$ cat src/rtl/mem_access_unit_if.sv
// Handshaked data-memory bus between the MEM-stage access unit and the memory.
// The master drives the request, the slave answers with MemReady/MemRData.
interface mem_access_unit_if;
  logic        MemReq;
  logic        MemWE;
  logic [31:0] MemAddr;
  logic [31:0] MemWData;
  logic [3:0]  MemBE;
  logic        MemReady;
  logic [31:0] MemRData;

  modport master (
    output MemReq, MemWE, MemAddr, MemWData, MemBE,
    input  MemReady, MemRData
  );

  modport slave (
    input  MemReq, MemWE, MemAddr, MemWData, MemBE,
    output MemReady, MemRData
  );
endinterface

$ cat src/rtl/mem_access_unit.sv
// MEM-stage access unit: turns EX/MEM load/store controls into bus transactions,
// steering byte/half lanes, sign-extending loads and stalling until completion.
module mem_access_unit #(
  parameter int ADDR_W  = 32,
  parameter int TIMEOUT = 16
) (
  input  logic              Clk,
  input  logic              Reset,
  input  logic [ADDR_W-1:0] ALUResultIN,
  input  logic [31:0]       readData2IN,
  input  logic [1:0]        MemReadIN,
  input  logic [1:0]        MemWriteIN,
  mem_access_unit_if.master bus,
  output logic [31:0]       LoadDataOUT,
  output logic              Stall,
  output logic              AccessErr
);
  typedef enum logic [1:0] {IDLE, ACCESS, DONE} state_t;

  localparam logic [7:0] TO_LAST = 8'(TIMEOUT - 1);

  state_t      state_reg, state_next;
  logic [7:0]  cnt_reg, cnt_next;
  logic        req_reg, req_next;
  logic        we_reg, we_next;
  logic [31:0] addr_reg, addr_next;
  logic [31:0] wdata_reg, wdata_next;
  logic [3:0]  be_reg, be_next;
  logic [31:0] load_reg, load_next;
  logic        err_reg, err_next;
  logic [1:0]  size_reg, size_next;
  logic [1:0]  lane_reg, lane_next;

  logic [31:0] addr32;
  logic [1:0]  op_size;
  logic [3:0]  dec_be;
  logic [31:0] dec_wdata;
  logic        misaligned;
  logic        has_op;
  logic        illegal;
  logic        legal;
  logic [7:0]  byte_sel;
  logic [15:0] half_sel;
  logic [31:0] load_ext;

  assign addr32  = 32'(ALUResultIN);
  // A conflicting read+write still gets a size so it can be flagged rather than ignored.
  assign op_size = (MemReadIN != 2'b00) ? MemReadIN : MemWriteIN;
  assign has_op  = (op_size != 2'b00);
  assign illegal = has_op && (misaligned || ((MemReadIN != 2'b00) && (MemWriteIN != 2'b00)));
  assign legal   = has_op && !illegal;

  always_comb begin
    dec_be     = 4'b0000;
    dec_wdata  = 32'd0;
    misaligned = 1'b0;
    case (op_size)
      2'b01: begin
        dec_be     = 4'b1111;
        dec_wdata  = readData2IN;
        misaligned = (addr32[1:0] != 2'b00);
      end
      2'b10: begin
        dec_be     = addr32[1] ? 4'b1100 : 4'b0011;
        dec_wdata  = {2{readData2IN[15:0]}};
        misaligned = addr32[0];
      end
      2'b11: begin
        dec_be    = 4'b0001 << addr32[1:0];
        dec_wdata = {4{readData2IN[7:0]}};
      end
      default: ;
    endcase
  end

  // Lane selection uses the size/offset captured at launch, not the live inputs.
  assign byte_sel = bus.MemRData[{lane_reg, 3'b000} +: 8];
  assign half_sel = lane_reg[1] ? bus.MemRData[31:16] : bus.MemRData[15:0];

  always_comb begin
    load_ext = bus.MemRData;
    case (size_reg)
      2'b10:   load_ext = {{16{half_sel[15]}}, half_sel};
      2'b11:   load_ext = {{24{byte_sel[7]}}, byte_sel};
      default: load_ext = bus.MemRData;
    endcase
  end

  assign Stall = !Reset && (((state_reg == IDLE) && legal) || (state_reg == ACCESS));

  always_comb begin
    state_next = state_reg;
    cnt_next   = cnt_reg;
    req_next   = req_reg;
    we_next    = we_reg;
    addr_next  = addr_reg;
    wdata_next = wdata_reg;
    be_next    = be_reg;
    load_next  = load_reg;
    err_next   = 1'b0;
    size_next  = size_reg;
    lane_next  = lane_reg;
    case (state_reg)
      IDLE: begin
        if (legal) begin
          req_next   = 1'b1;
          we_next    = (MemWriteIN != 2'b00);
          addr_next  = {addr32[31:2], 2'b00};
          wdata_next = dec_wdata;
          be_next    = dec_be;
          size_next  = op_size;
          lane_next  = addr32[1:0];
          cnt_next   = 8'd0;
          state_next = ACCESS;
        end else if (illegal) begin
          err_next = 1'b1;
        end
      end
      ACCESS: begin
        if (bus.MemReady) begin
          req_next   = 1'b0;
          state_next = DONE;
          if (!we_reg) begin
            load_next = load_ext;
          end
        end else if (cnt_reg == TO_LAST) begin
          req_next   = 1'b0;
          load_next  = 32'd0;
          err_next   = 1'b1;
          state_next = DONE;
        end else begin
          cnt_next = cnt_reg + 8'd1;
        end
      end
      DONE:    state_next = IDLE;
      default: state_next = IDLE;
    endcase
  end

  always_ff @(posedge Clk or posedge Reset) begin
    if (Reset) begin
      state_reg <= IDLE;
      cnt_reg   <= 8'd0;
      req_reg   <= 1'b0;
      we_reg    <= 1'b0;
      addr_reg  <= 32'd0;
      wdata_reg <= 32'd0;
      be_reg    <= 4'b0000;
      load_reg  <= 32'd0;
      err_reg   <= 1'b0;
      size_reg  <= 2'b00;
      lane_reg  <= 2'b00;
    end else begin
      state_reg <= state_next;
      cnt_reg   <= cnt_next;
      req_reg   <= req_next;
      we_reg    <= we_next;
      addr_reg  <= addr_next;
      wdata_reg <= wdata_next;
      be_reg    <= be_next;
      load_reg  <= load_next;
      err_reg   <= err_next;
      size_reg  <= size_next;
      lane_reg  <= lane_next;
    end
  end

  assign bus.MemReq   = req_reg;
  assign bus.MemWE    = we_reg;
  assign bus.MemAddr  = addr_reg;
  assign bus.MemWData = wdata_reg;
  assign bus.MemBE    = be_reg;
  assign LoadDataOUT  = load_reg;
  assign AccessErr    = err_reg;
endmodule

$ cat src/flat_wrapper.sv
// flat-port wrapper written by rule: the top's interface ports become plain ports
module mem_access_unit_flat 
#(
  parameter int ADDR_W  = 32,
  parameter int TIMEOUT = 16
)
  (Clk, Reset, ALUResultIN, readData2IN, MemReadIN, MemWriteIN, LoadDataOUT, Stall, AccessErr, bus_MemReq, bus_MemWE, bus_MemAddr, bus_MemWData, bus_MemBE, bus_MemReady, bus_MemRData);
  mem_access_unit_if bus_i ();
  input  logic Clk;
  input  logic Reset;
  input  logic [ADDR_W-1:0] ALUResultIN;
  input  logic [31:0] readData2IN;
  input  logic [1:0] MemReadIN;
  input  logic [1:0] MemWriteIN;
  output logic [31:0] LoadDataOUT;
  output logic Stall;
  output logic AccessErr;
  output wire logic [$bits(bus_i.MemReq)-1:0] bus_MemReq;
  output wire logic [$bits(bus_i.MemWE)-1:0] bus_MemWE;
  output wire logic [$bits(bus_i.MemAddr)-1:0] bus_MemAddr;
  output wire logic [$bits(bus_i.MemWData)-1:0] bus_MemWData;
  output wire logic [$bits(bus_i.MemBE)-1:0] bus_MemBE;
  input wire logic [$bits(bus_i.MemReady)-1:0] bus_MemReady;
  input wire logic [$bits(bus_i.MemRData)-1:0] bus_MemRData;
  assign bus_MemReq = bus_i.MemReq;
  assign bus_MemWE = bus_i.MemWE;
  assign bus_MemAddr = bus_i.MemAddr;
  assign bus_MemWData = bus_i.MemWData;
  assign bus_MemBE = bus_i.MemBE;
  assign bus_i.MemReady = bus_MemReady;
  assign bus_i.MemRData = bus_MemRData;
  mem_access_unit #(.ADDR_W(ADDR_W), .TIMEOUT(TIMEOUT)) u_core (.Clk(Clk), .Reset(Reset), .ALUResultIN(ALUResultIN), .readData2IN(readData2IN), .MemReadIN(MemReadIN), .MemWriteIN(MemWriteIN), .bus(bus_i), .LoadDataOUT(LoadDataOUT), .Stall(Stall), .AccessErr(AccessErr));
endmodule
$ cat config.mk
export PLATFORM = sky130hd
export DESIGN_NAME = mem_access_unit_flat
export DESIGN_NICKNAME = d
export VERILOG_FILES = /design/src/rtl/mem_access_unit_if.sv /design/src/rtl/mem_access_unit.sv /design/src/flat_wrapper.sv
export SDC_FILE = /design/constraint.sdc
export NUM_CORES = 1
export LEC_CHECK = 0
export CAP_MARGIN = 20
export CORE_MARGIN = 2
export CORE_UTILIZATION = 30
export CTS_BUF_LIST = sky130_fd_sc_hd__clkbuf_8
export DETAILED_ROUTE_END_ITERATION = 6
export PLACE_DENSITY_LB_ADDON = 0.05
export SETUP_SLACK_MARGIN = 0.05
export SLEW_MARGIN = 20
export SYNTH_ARGS = -nofsm -noshare
export SYNTH_HDL_FRONTEND = slang
export SYNTH_SLANG_ARGS = --single-unit
$ cat constraint.sdc
create_clock -name Clk -period 7.8 [get_ports Clk]
set_input_delay 1.56 -clock Clk [delete_from_list [all_inputs] [get_ports Clk]]
set_output_delay 1.56 -clock Clk [all_outputs]
set_load 0.03 [all_outputs]
==> impl_metrics.json <==
{
  "finClkSkew_ns": 0.00980,
  "clk_pin_slew_ns": 0.07,
  "hold_end": "u_core.LoadDataOUT[20]",
  "cap_violations": 0,
  "r2r-end": "u_core.bus.MemWData[8]",
  "cts_setup_buffers": 0,
  "grt_antenna_before_repair": 0,
  "die_y_um": 140,
  "relSlewSlack_pct": 30.1,
  "powerDensity_nw_per_um2": 397,
  "start_util_pct": 30.7,
  "synth_warnings": 0,
  "tightest_slew_ns": 1.05,
  "drt_iter0_markers": 279,
  "cts.sinks": 115,
  "wl_um": 17200,
  "crit_buf_inv": 3,
  "crit_arrival_ns": 4.67,
  "die-area_um2": 19600,
  "fin_crit_ns": 6.23,
  "cts_made_buffers": 17,
  "ant_nets": 0,
  "required_ns": 6.24,
  "die_w_um": 140,
  "netlist_area_um2": 5550,
  "finalSetupViolCount": 0,
  "period_share_pct": 79.8,
  "path_cells": "clkdlybuf4s50_1, nand2b_1, nand2_1, inv_1, ha_1, or3_1, or2_1, a21oi_1, clkdlybuf4s50_1",
  "fin_tns_setup_ns": 0,
  "path_common_cell": "clkdlybuf4s50_1",
  "critical-path-max-stage-delay_ns": 0.69,
  "root_buffer": "clkbuf_8",
  "cp_max_fo": 24,
  "cp-start-kind": "input pin",
  "hold_buffers": 0,
  "synth_edf_count": 0,
  "n_antenna_cell": 0,
  "whs_path_depth": 2,
  "r2r-start": "u_core.state_reg[1]",
  "hp-class": "reg -> reg",
  "grt_pass1_vias": 4909,
  "synthArstFlopShare_pct": 100,
  "grt_max_degree": 80,
  "hold_slack_ns": 0.492,
  "status": "finished, violations left",
  "p_leak_nw": 3.34,
  "htree_levels": 4,
  "hold_violations": 0,
  "critical_path.top_delay_family": "simple AND/OR/NAND/NOR gates",
  "syn_to_final_growth_pct": 47.0,
  "coreArea_um2": 18100,
  "r2r_cells": 4,
  "worstSetupEndpointType": "primary output",
  "critPathKind": "in -> out",
  "rsz0062_at_grt": "false",
  "ys_seq_elements": 115,
  "synth_cells": 521,
  "rows": 49,
  "hpwl_um": 12400,
  "place.gp.congestion": 0.806,
  "drc": 8,
  "grt_pass1_wl_um": 27300,
  "routedWlPerCell_um": 18.0,
  "synth_top_flop_cell": "dfrtp_1",
  "clk_path_buf_depth": 2,
  "clock_latency_ns": 0.44,
  "min_from": "u_core.LoadDataOUT[20]",
  "drtPass1Iterations": 7,
  "track_usage_pct": 17.7,
  "cp_slowest_cell": "clkdlybuf4s50_1",
  "ys_seq_area_share_pct": 51.9,
  "syn_avg_cell_area_um2": 10.7,
  "violations": "DRC",
  "synth.distinct_cells": 53,
  "fmax_mhz": 161,
  "grt.overflow.total": 0,
  "tritoncts": "yes",
  "ir_worst_vdd_mv": 0.191,
  "ff2ff_setup_slack_ns": 5.28,
  "drive_gt1_share_pct": 14.9,
  "port_buffers": 204,
  "dr_total_vias": 4751,
  "nets": 822,
  "vias_per_cell": 4.98,
  "io_pins": 207,
  "report.final.slew_viol_count": 0,
  "cts-resized-gates": 0
}
==> worst max-delay path by stage <==
| stage | from | depth (start not counted) | slack, ns | end |
|---|---|---|---|---|
| floorplan | MemReadIN[0] | 10 | 2.65 | Stall |
| global placement | MemReadIN[0] | 9 | 1.69 | Stall |
| detailed placement | MemReadIN[0] | 9 | 1.59 | Stall |
| CTS | MemReadIN[0] | 9 | 1.59 | Stall |
| global route | MemReadIN[0] | 9 | 1.36 | Stall |
| finish | MemReadIN[0] | 9 | 1.57 | Stall |
==> through the flow <==
stage	setup WS, ns	power [W]	cell area (um^2)	utilization, %	instances
3_5_place_dp	1.59	0.00267	7740	42.8	922
2_1_floorplan	2.65	0.00198	5550	-	522
4_1_cts	1.59	0.00328	8150	45.1	954
6_report	1.57	0.00324	8160	45.1	954
5_1_grt	1.36	0.00342	8160	45.1	954
3_3_place_gp	1.69	0.00266	7740	42.8	922
==> cells by family after synthesis <==
logic type	Yosys count	synth area share, %
xor gates and xnor gates	1	0.158
AOI/OAI and AO/OA	169	20.0
other	1	0.0676
buffers and inverters	52	4.40
and+or+nand+nor	121	10.4
muxes	55	11.5
DFF	115	51.9
adders and majority gates	7	1.58
==> power breakdown <==
part / internal (W) / switching (W)
Sequential: 0.000856 / 0.000203
Clock: 0.000322 / 0.000261
Combinational: 0.000707 / 0.000889
==> per-layer routing <==
metal	GRT usage, %	routed length [um]	vias up
met5	0	0	-
met4	5.69	174	0
met3	6.67	1230	10
met2	27.6	7940	143
met1	23.0	7850	2328
li1	-	-	2270
==> synth_stat cells, types with 3 or more instances <==
cell	count	area [um^2]
a21boi_0	5	37.5
nor2b_1	4	25.0
and2_1	3	18.8
o211ai_1	7	52.6
o31ai_2	6	75.1
o21ai_0	64	320
inv_1	14	52.6
o22ai_1	3	18.8
a221o_1	5	50.1
dfrtp_1	115	2880
a22o_1	9	78.8
a21oi_1	29	145
a22oi_1	16	120
nand3b_1	5	37.5
ha_1	7	87.6
nor3_1	4	20.0
nand2b_1	7	43.8
mux2_2	51	574
buf_4	8	60.1
and3_1	6	37.5
buf_1	3	11.3
nand2_1	53	199
o31ai_1	6	45.0
clkbuf_1	22	82.6
o221ai_1	3	26.3
nand3_1	5	25.0
o21ai_2	3	26.3
nor2_1	23	86.3
==> cell usage in the layout, fill, tap and decap left out, types with 4 or more instances in the layout <==
cell / n
o211ai_1: 7
inv_1: 13
clkinv_2: 5
a22o_1: 9
o21ai_0: 64
a21boi_0: 5
nand2b_1: 7
nor2b_1: 4
mux2_2: 51
o31ai_1: 6
a22oi_1: 16
o31ai_2: 6
nor3_1: 4
ha_1: 7
a21oi_1: 29
clkbuf_8: 18
clkinvlp_4: 4
a221o_1: 5
nand3b_1: 5
nand2_1: 53
buf_4: 4
and3_1: 6
nor2_1: 23
dfrtp_1: 115
nand3_1: 5
clkdlybuf4s50_1: 204
==> layout make-up <==
class                      count  area, um^2
tap                          229         287
fill                        1707        9930
inverter                      14        55.1
timing repair buffer         209        2080
multi-input combinational    355        2440
clock buffer                  18         248
clock inverter                14         163
sequential                   115        2880
==> tightest hold or removal path: stages (launching register included) <==
cell,delay (ns)
dfrtp_1,0.34
nand2_1,0.04
o21ai_0,0.07
Power figures use the tool's default switching activity.
